## src/rtl/wave_gen_pkg.sv

```systemverilog
// Shared types and the sine table generator for the stepped-waveform source.
package wave_gen_pkg;

   typedef enum logic [1:0] {
      SINE   = 2'd0,
      SQUARE = 2'd1,
      SAW    = 2'd2,
      ZERO   = 2'd3
   } wave_mode_t;

   // Elaboration-time only; the 16-bit/8-step table is pinned to fixed values.
   function automatic longint sine_lut(input int unsigned dwidth,
                                       input int unsigned nsteps,
                                       input int unsigned k);
      real    amp;
      real    ang;
      longint peak;
      peak = longint'(1) << (dwidth - 1);
      if (dwidth == 16 && nsteps == 8) begin
         case (k % 8)
            0, 4:    return 0;
            1, 3:    return 23166;
            2:       return 32767;
            5, 7:    return -23166;
            default: return -32768;
         endcase
      end
      if (k == (3 * nsteps) / 4) return -peak;
      amp = real'(peak - 1);
      ang = 2.0 * 3.14159265358979 * real'(k) / real'(nsteps);
      return longint'(amp * $sin(ang));
   endfunction

endpackage

```

## src/rtl/wave_lut.sv

```systemverilog
// Combinational sample lookup: (mode, phase, shift) -> attenuated signed sample.
module wave_lut
   import wave_gen_pkg::*;
#(
   parameter int unsigned DWIDTH = 16,
   parameter int unsigned NSTEPS = 8,
   parameter int unsigned PWIDTH = $clog2(NSTEPS)
) (
   input  logic [1:0]        mode,
   input  logic [PWIDTH-1:0] phase,
   input  logic [3:0]        shift,
   output logic [DWIDTH-1:0] sample
);

   localparam logic [DWIDTH-1:0] SMAX = {1'b0, {(DWIDTH-1){1'b1}}};
   localparam logic [DWIDTH-1:0] SMIN = {1'b1, {(DWIDTH-1){1'b0}}};

   logic [DWIDTH-1:0] sine_tab [NSTEPS];
   logic [DWIDTH-1:0] raw;

   for (genvar g = 0; g < int'(NSTEPS); g++) begin : g_sine
      localparam logic [DWIDTH-1:0] VAL = DWIDTH'(sine_lut(DWIDTH, NSTEPS, g));
      assign sine_tab[g] = VAL;
   end

   always_comb begin
      raw = '0;
      case (wave_mode_t'(mode))
         SINE:    raw = sine_tab[phase];
         SQUARE:  raw = phase[PWIDTH-1] ? SMIN : SMAX;
         // min + k*2^DWIDTH/NSTEPS: place k in the top bits, then flip the sign bit
         SAW:     raw = (DWIDTH'(phase) << (DWIDTH - PWIDTH)) ^ SMIN;
         default: raw = '0;
      endcase
      sample = $signed(raw) >>> shift;
   end

endmodule

```

## src/rtl/wave_gen.sv

```systemverilog
// Stepped periodic waveform source with valid/ready output and per-period config latch.
module wave_gen
   import wave_gen_pkg::*;
#(
   parameter int unsigned DWIDTH = 16,
   parameter int unsigned NSTEPS = 8,
   parameter int unsigned HWIDTH = 4,
   parameter int unsigned PWIDTH = $clog2(NSTEPS)
) (
   input  logic              clk,
   input  logic              rst,
   input  logic              i_en,
   input  logic [1:0]        i_mode,
   input  logic [HWIDTH-1:0] i_hold,
   input  logic [3:0]        i_shift,
   output logic [DWIDTH-1:0] o_data,
   output logic              o_valid,
   input  logic              i_ready,
   output logic [PWIDTH-1:0] o_phase,
   output logic              o_wrap
);

   logic [PWIDTH-1:0] phase, phase_n;
   logic [HWIDTH-1:0] hold_cnt, hold_n;
   logic [HWIDTH-1:0] cfg_hold, cfg_hold_n;
   logic [3:0]        cfg_shift, cfg_shift_n;
   wave_mode_t        cfg_mode, cfg_mode_n;
   logic              accept, start, last_beat, wrap, relatch, load;
   logic              valid_n, wrap_n;
   logic [DWIDTH-1:0] sample;

   always_comb begin
      accept    = o_valid & i_ready;
      start     = i_en & ~o_valid;
      last_beat = (hold_cnt == cfg_hold);
      wrap      = accept & last_beat & (&phase);
      phase_n   = phase;
      hold_n    = hold_cnt;
      if (accept) begin
         if (last_beat) begin
            hold_n  = '0;
            phase_n = phase + 1'b1;
         end else begin
            hold_n  = hold_cnt + 1'b1;
         end
      end

      relatch     = wrap | (start & (phase == '0) & (hold_cnt == '0));
      cfg_mode_n  = relatch ? wave_mode_t'(i_mode) : cfg_mode;
      cfg_hold_n  = relatch ? i_hold  : cfg_hold;
      cfg_shift_n = relatch ? i_shift : cfg_shift;

      // A new sample is loaded on acceptance while enabled, or on a fresh start
      load    = (accept & i_en) | start;
      valid_n = o_valid ? (~i_ready | i_en) : i_en;
      if (load)
         wrap_n = (phase_n == '0) & (hold_n == '0);
      else if (accept)
         wrap_n = 1'b0;
      else
         wrap_n = o_wrap;
   end

   wave_lut #(
      .DWIDTH(DWIDTH),
      .NSTEPS(NSTEPS),
      .PWIDTH(PWIDTH)
   ) u_lut (
      .mode  (cfg_mode_n),
      .phase (phase_n),
      .shift (cfg_shift_n),
      .sample(sample)
   );

   always_ff @(posedge clk or posedge rst) begin
      if (rst) begin
         phase     <= '0;
         hold_cnt  <= '0;
         cfg_mode  <= SINE;
         cfg_hold  <= '0;
         cfg_shift <= '0;
         o_valid   <= 1'b0;
         o_data    <= '0;
         o_phase   <= '0;
         o_wrap    <= 1'b0;
      end else begin
         phase     <= phase_n;
         hold_cnt  <= hold_n;
         cfg_mode  <= cfg_mode_n;
         cfg_hold  <= cfg_hold_n;
         cfg_shift <= cfg_shift_n;
         o_valid   <= valid_n;
         o_wrap    <= wrap_n;
         if (load) begin
            o_data  <= sample;
            o_phase <= phase_n;
         end
      end
   end

endmodule

```

## config.mk

```make
export PLATFORM = sky130hd
export DESIGN_NAME = wave_gen
export DESIGN_NICKNAME = d
export VERILOG_FILES = /design/src/rtl/wave_gen_pkg.sv /design/src/rtl/wave_lut.sv /design/src/rtl/wave_gen.sv
export SDC_FILE = /design/constraint.sdc
export NUM_CORES = 1
export LEC_CHECK = 0
export CAP_MARGIN = 20
export CORE_MARGIN = 1.5
export CORE_UTILIZATION = 50
export CTS_CLUSTER_DIAMETER = 80
export DETAILED_ROUTE_END_ITERATION = 8
export HOLD_SLACK_MARGIN = 0.02
export PLACE_DENSITY = 0.82
export SLEW_MARGIN = 25
export SYNTH_ARGS = -nofsm -noshare
export SYNTH_HDL_FRONTEND = slang
export SYNTH_HIERARCHICAL = 1
export SYNTH_SLANG_ARGS = --single-unit
```

## constraint.sdc

```tcl
create_clock -name clk -period 3.4 [get_ports clk]
set_input_delay 0.68 -clock clk [delete_from_list [all_inputs] [get_ports clk]]
set_output_delay 0.68 -clock clk [all_outputs]
set_load 0.01 [all_outputs]
```

-- Yosys cells after proc, flatten, opt, wreduce, memory -nomap -nowiden
Memories as Yosys holds them, arrays and structs flattened.
Index checks and enable logic that the tools add are counted.
- magnitude comparators: 1
- shift operators: 1
- eq/ne operators: 3
- reductions and logical operators: 7
- bitwise logic cells: 15
- add/subtract/negate cells: 2
- muxes and demuxes: 13
- operators with widths (kind ; count):
    2-to-1 mux 16 bit ; 3
    one-hot mux 16 bit (3 select lines) ; 1
    >>> shifter 16 x 4 -> 16 bit ; 1
    2-to-1 mux 4 bit ; 3
    bitwise AND 1 bit ; 8
    zero test 4 bit ; 2
    zero test 3 bit ; 2
    2-to-1 mux 3 bit ; 2
    adder 4 x 1 -> 4 bit, second input constant ; 1
    equality test 4 bit ; 1
    greater-or-equal comparator 4 bit, second input constant ; 1
    NOT 3 -> 4 bit ; 1
    adder 3 x 1 -> 3 bit, second input constant ; 1
    2-to-1 mux 1 bit ; 3
    NOT 1 bit ; 3
    bitwise OR 1 bit ; 3
    AND reduction 3 bit ; 1
    equality test 2 x 1 -> 1 bit, second input constant ; 1
    equality test 2 bit, second input constant ; 1
    zero test 2 bit ; 1
    2-to-1 mux 2 bit ; 1
    nonzero test 2 bit ; 1
- output and inout bits: 21
- register bits after elaboration: 38
- memory bits (read-only): 128
- word-level logic and storage cells: 52
- memories kept: 1
- memories (name ; depth ; width ; read ports ; clocked after memory_dff ; write ports ; line ; RTL):
    (name not given) ; 8 ; 16 ; 1 ; 0 ; 0 ; wave_lut.sv:29 ; SINE: raw = sine_tab[phase];

-- Longest topological paths before layout
- depth in word-level cells: 9
- mapped depth: 14
- gate-level depth less buffers: 13

-- Hierarchy
The synthesis kept the hierarchy.
- modules (own cells, without submodules) (module ; times used ; area each (µm²) ; cells an instance ; seq. area each (µm²)):
    wave_gen ; 1 ; 1669.1 ; 119 ; 950.9
    wave_lut ; 1 ; 822.0 ; 131 ; 0.0

-- Worst setup path before layout
Ideal clock, no wire load.
- path kind: input to register
- start: input i_ready
- end: register o_data[5]
- arrival time: 3.499 ns
- slack: -0.224 ns
- setup time: 0.125 ns
- cell stages on the path: 12
- data required time: 3.275 ns
- cell sequence: and2_1 -> clkbuf_1 -> and2_4 -> buf_6 -> a21oi_4 -> mux2_2 -> buf_2 -> a211o_1 -> a221o_1 -> mux2_2 -> a221o_1 -> mux2_2
- word-level cells in the longest chain between the ends: 8
- elaborated cells between the ends (all ways): 20
- classes of those cells: eq/ne: 2; shift: 1; mux: 7; bitwise: 8; reduce/logical: 1; memory: 1
- ends and longest elaborated chain (item ; line ; RTL):
    start: declaration ; wave_gen.sv:18 ; input logic i_ready,
    bitwise AND 1 bit * ; wave_gen.sv:33 ; accept = o_valid & i_ready;
    bitwise AND 1 bit * (2 in series) ; wave_gen.sv:36 ; wrap = accept & last_beat & (&phase);
    bitwise OR 1 bit * ; wave_gen.sv:48 ; relatch = wrap | (start & (phase == '0) & (hold_cnt == '0));
    2-to-1 mux 2 bit * ; wave_gen.sv:49 ; cfg_mode_n = relatch ? wave_mode_t'(i_mode) : cfg_mode;
    via cfg_mode_n[0] ; wave_gen.sv:27 ; wave_mode_t cfg_mode, cfg_mode_n;
    equality test 2 bit, or another cell as far along ; wave_lut.sv:28 ; case (wave_mode_t'(mode))
    one-hot mux 16 bit (3 select lines) * ; wave_lut.sv:28 ;
    >>> shifter 16 x 4 -> 16 bit * ; wave_lut.sv:35 ; sample = $signed(raw) >>> shift;
    via sample[5] ; wave_gen.sv:30 ; logic [DWIDTH-1:0] sample;
    end signal: assignment ; wave_gen.sv:95 ; o_data <= sample;
    end: declaration ; wave_gen.sv:16 ; output logic [DWIDTH-1:0] o_data,
Mark *: on every way through the listed nets, which the timed path passes. The rest lies on a longest branch. The select of a mux whose other input is x is not followed.
A chain may end at the register's enable or synchronous reset.

-- Worst setup path after layout
- start: register hold_cnt[0]
- end: register o_data[5]
- word-level cells in the longest chain between the ends: 9
- elaborated cells between the ends (all ways): 21
- classes of those cells: eq/ne: 3; shift: 1; mux: 8; bitwise: 6; reduce/logical: 2; memory: 1
- ends and longest elaborated chain (item ; line ; RTL):
    start: declaration ; wave_gen.sv:24 ; logic [HWIDTH-1:0] hold_cnt, hold_n;
    start signal: assignment ; wave_gen.sv:88 ; hold_cnt <= hold_n;
    equality test 4 bit * ; wave_gen.sv:35 ; last_beat = (hold_cnt == cfg_hold);
    2-to-1 mux 3 bit * ; wave_gen.sv:40 ; if (last_beat) begin
    2-to-1 mux 3 bit * ; wave_gen.sv:39 ; if (accept) begin
    via phase_n[1] ; wave_gen.sv:23 ; logic [PWIDTH-1:0] phase, phase_n;
    NOT 3 -> 4 bit (implied by the code) ; wave_lut.sv:29 ;
    memory read (8 x 16 bit) ; - ;
    2-to-1 mux 16 bit (implied by the code) (2 in series) ; wave_lut.sv:29 ;
    one-hot mux 16 bit (3 select lines) * ; wave_lut.sv:28 ;
    >>> shifter 16 x 4 -> 16 bit * ; wave_lut.sv:35 ;
    via sample[5] ; wave_gen.sv:30 ;
Marks and branches as above.

==> flow_summary_export.csv <==
group,metric,value,unit
clocking,cts_buffer_depth,2,
die,start_util,0.5239,
place,port_buffers,34,
clocking,clkTransAtPathRegs,0.07,ns
clocking,cts-buffers-inserted,5,
min_path,holdCritPathClass,"reg2reg",
place,post-place-ws,-0.3218,ns
place,dp.cells,387,
route,drt_iter0_drc,152,
route,num_vias,2229,
synthesis,yosysUniqueCellTypes,60,
timing,finalSetupViolCount,0,
worst_setup_path,cp.arrival,3.47,ns
place,gp_congestion,0.8903,
clocking,htreeDepth,2,
place,placed_area,3261,um2
cells_and_area,drive_above_1_share,0.3404,
clocking,cts.sink_count,38,
place,place_hpwl,5087,um
global_routing,overflow,0,
die,io_pins,35,
timing,setup_ws,0.1104,ns
route,wire_per_inst,16.95,um
cells_and_area,n_antenna_cell,0,
timing,fin_crit_sh,0.9675,
clocking,cts_tree,"built",
pwr,power.density,1253,nW/um2
clocking,insertion_delay,0.29,ns
route,viasPerCell,5.629,
timing,setup-tns-final,0,ns
pwr,power,4.352,mW
synthesis,postSynthCellCount,250,
cells_and_area,final_area,3472,um2
synthesis,synth-edff-count,0,
timing,worstMarginPinSlew,0.8347,ns
cells_and_area,area_growth,39.38,%
synthesis,ys.flop_type,"dfrtp_1",
timing,drv_slew,0,
global_routing,grt_max_degree,39,
pwr,power_leakage,1.571,nW
worst_setup_path,critPathKind,"reg2reg",
route,drtAntennaViolNets,0,
pwr,ir_drop,0.6949,mV
die,coreArea,4755,um2
timing,timing.fmax,304.0,MHz
worst_setup_path,critPathMaxFanout,5,
cells_and_area,instances_no_fill,396,
synthesis,ys_warn_count,6,
global_routing,grt_pass1_vias,2254,
timing,hold_slack,0.5090,ns
die,chipWidth,73.59,um
global_routing,antenna_found_initial,0,
worst_setup_path,start_kind,"register",
status,status,"completed",
synthesis,syn_nets,269,
clocking,cts_root_buf,"clkbuf_8",
synthesis,syn_area,2491,um2
route,wl,6712,um
route,drtPass1Iterations,4,
worst_setup_path,worstPathRequired,3.58,ns
global_routing,grt_usage,0.2577,
die,dieArea,5415,um2
die,die-height,73.59,um
synthesis,synth-seq-area-share,0.3817,
clocking,cts_hold_buffers,0,
synthesis,postSynthAreaPerCell,9.965,um2
timing,fin_crit,3.290,ns
timing,report.final.hold_viol_count,0,
cells_and_area,nets,347,
worst_setup_path,cp-end-kind,"register",
die,fp-row-count,25,
timing,maxSlewHeadroom,0.4422,
run,max_cap_violations,0,
synthesis,async_flop_share,1.000,
synthesis,synth_seq_cells,38,
global_routing,grt_pass1_wl,10490,um
cells_and_area,final_util,0.7303,
route,drcViolationCount,0,
timing,clock_skew,0.007419,ns
==> metal layers <==
metal / routed length, um / global-route usage
met1: 2844 / 0.3170
met5: 0 / 0
met2: 3399 / 0.4424
met3: 318 / 0.04115
met4: 149 / 0.1152
==> sequential cells by signal (all words and copies together), names as in the netlist, 2 cells and up <==
signal     cells
o_data        16
cfg_hold       4
cfg_shift      4
hold_cnt       4
o_phase        3
phase          3
cfg_mode       2
==> where the power goes <==
group	total [mW]	internal, mW	switching (mW)
logic	3.07	1.58	1.49
clock network	0.474	0.313	0.161
registers	0.810	0.670	0.140
total	4.35	2.56	1.79
==> cells by family (layout without fill, tap and decap cells) <==
kind of cell,Yosys count,after routing,synth area share
and+or+nand+nor,72,72,0.1562
AOI/OAI and AO/OA,61,61,0.1793
muxes,38,38,0.1758
DFF,38,38,0.3817
buffers and inverters,27,106,0.05023
xor gates and xnor gates,9,9,0.03164
adders and majority gates,5,5,0.02511
==> cell usage in the layout, fill, tap and decap left out, types with 6 or more instances in the layout <==
master           synthesis  layout
a21oi_1                 11      10
buf_4                    1      52
clkbuf_8                 0       6
clkdlybuf4s50_1          0      32
dfrtp_1                 38      38
inv_1                    8       8
mux2_2                  30      28
nand2_1                 16      16
nand2b_1                10      10
nor2_1                  20      19
o21ai_0                 12      11
xor2_1                   7       6
==> synthesized netlist by cell type (4+ instances only) <==
| library cell | n | area share |
|---|---|---|
| dfrtp_1 | 38 | 0.38 |
| mux2_2 | 30 | 0.14 |
| nor2_1 | 20 | 0.030 |
| nand2_1 | 16 | 0.024 |
| o21ai_0 | 12 | 0.024 |
| a21oi_1 | 11 | 0.022 |
| nand2b_1 | 10 | 0.025 |
| clkbuf_1 | 8 | 0.012 |
| inv_1 | 8 | 0.012 |
| xor2_1 | 7 | 0.025 |
| a211oi_1 | 5 | 0.015 |
| ha_1 | 5 | 0.025 |
| buf_2 | 4 | 0.0080 |
| mux2i_1 | 4 | 0.016 |
| nor2b_1 | 4 | 0.010 |
| nor3_1 | 4 | 0.0080 |
| nor4_1 | 4 | 0.010 |
==> area by class of cell <==
| type | instances | area (um2) |
|---|---|---|
| inverters | 10 | 37.54 |
| well taps | 67 | 83.83 |
| fillers | 340 | 1282 |
| flip-flops and latches | 38 | 950.9 |
| multi-input cells | 185 | 1481 |
| clock inverters | 2 | 60.06 |
| clock buffers | 6 | 82.58 |
| repair buffers | 88 | 775.7 |
==> path summary, 6_finish.rpt <==
kind / start / end / slack (ns) / depth (start not counted)
setup / recovery: hold_cnt[0]$_DFF_PP0_ / o_data[5]$_DFFE_PP0P_ / 0.11 / 10
hold / removal: o_data[12]$_DFFE_PP0P_ / o_data[12]$_DFFE_PP0P_ / 0.51 / 1
setup reg to reg: hold_cnt[0]$_DFF_PP0_ / o_data[5]$_DFFE_PP0P_ / 0.11 / 10
hold reg to reg: o_data[12]$_DFFE_PP0P_ / o_data[12]$_DFFE_PP0P_ / 0.51 / 1
max in group asynchronous: rst / cfg_shift[1]$_DFF_PP0_ / 2.28 / 3
min in group asynchronous: rst / o_data[0]$_DFFE_PP0P_ / 0.79 / 3
==> repair_timing <==
item | 4_1_cts | 5_1_grt
endpoints found under the setup margin | 5 | 12
buffers inserted | 0 | 1
pin swaps | 1 | 3
resized for setup | 4 | 11
==> worst max-delay path, stage by stage (launching register included) <==
cell	delay [ns]
dfrtp_1	0.41
xor2_1	0.20
nor4_4	0.34
and2_4	0.25
mux2_4	0.32
nor2b_1	0.18
a211o_1	0.29
a221o_1	0.35
mux2_4	0.27
a221o_1	0.30
mux2_2	0.26
Power figures use the tool's default switching activity.
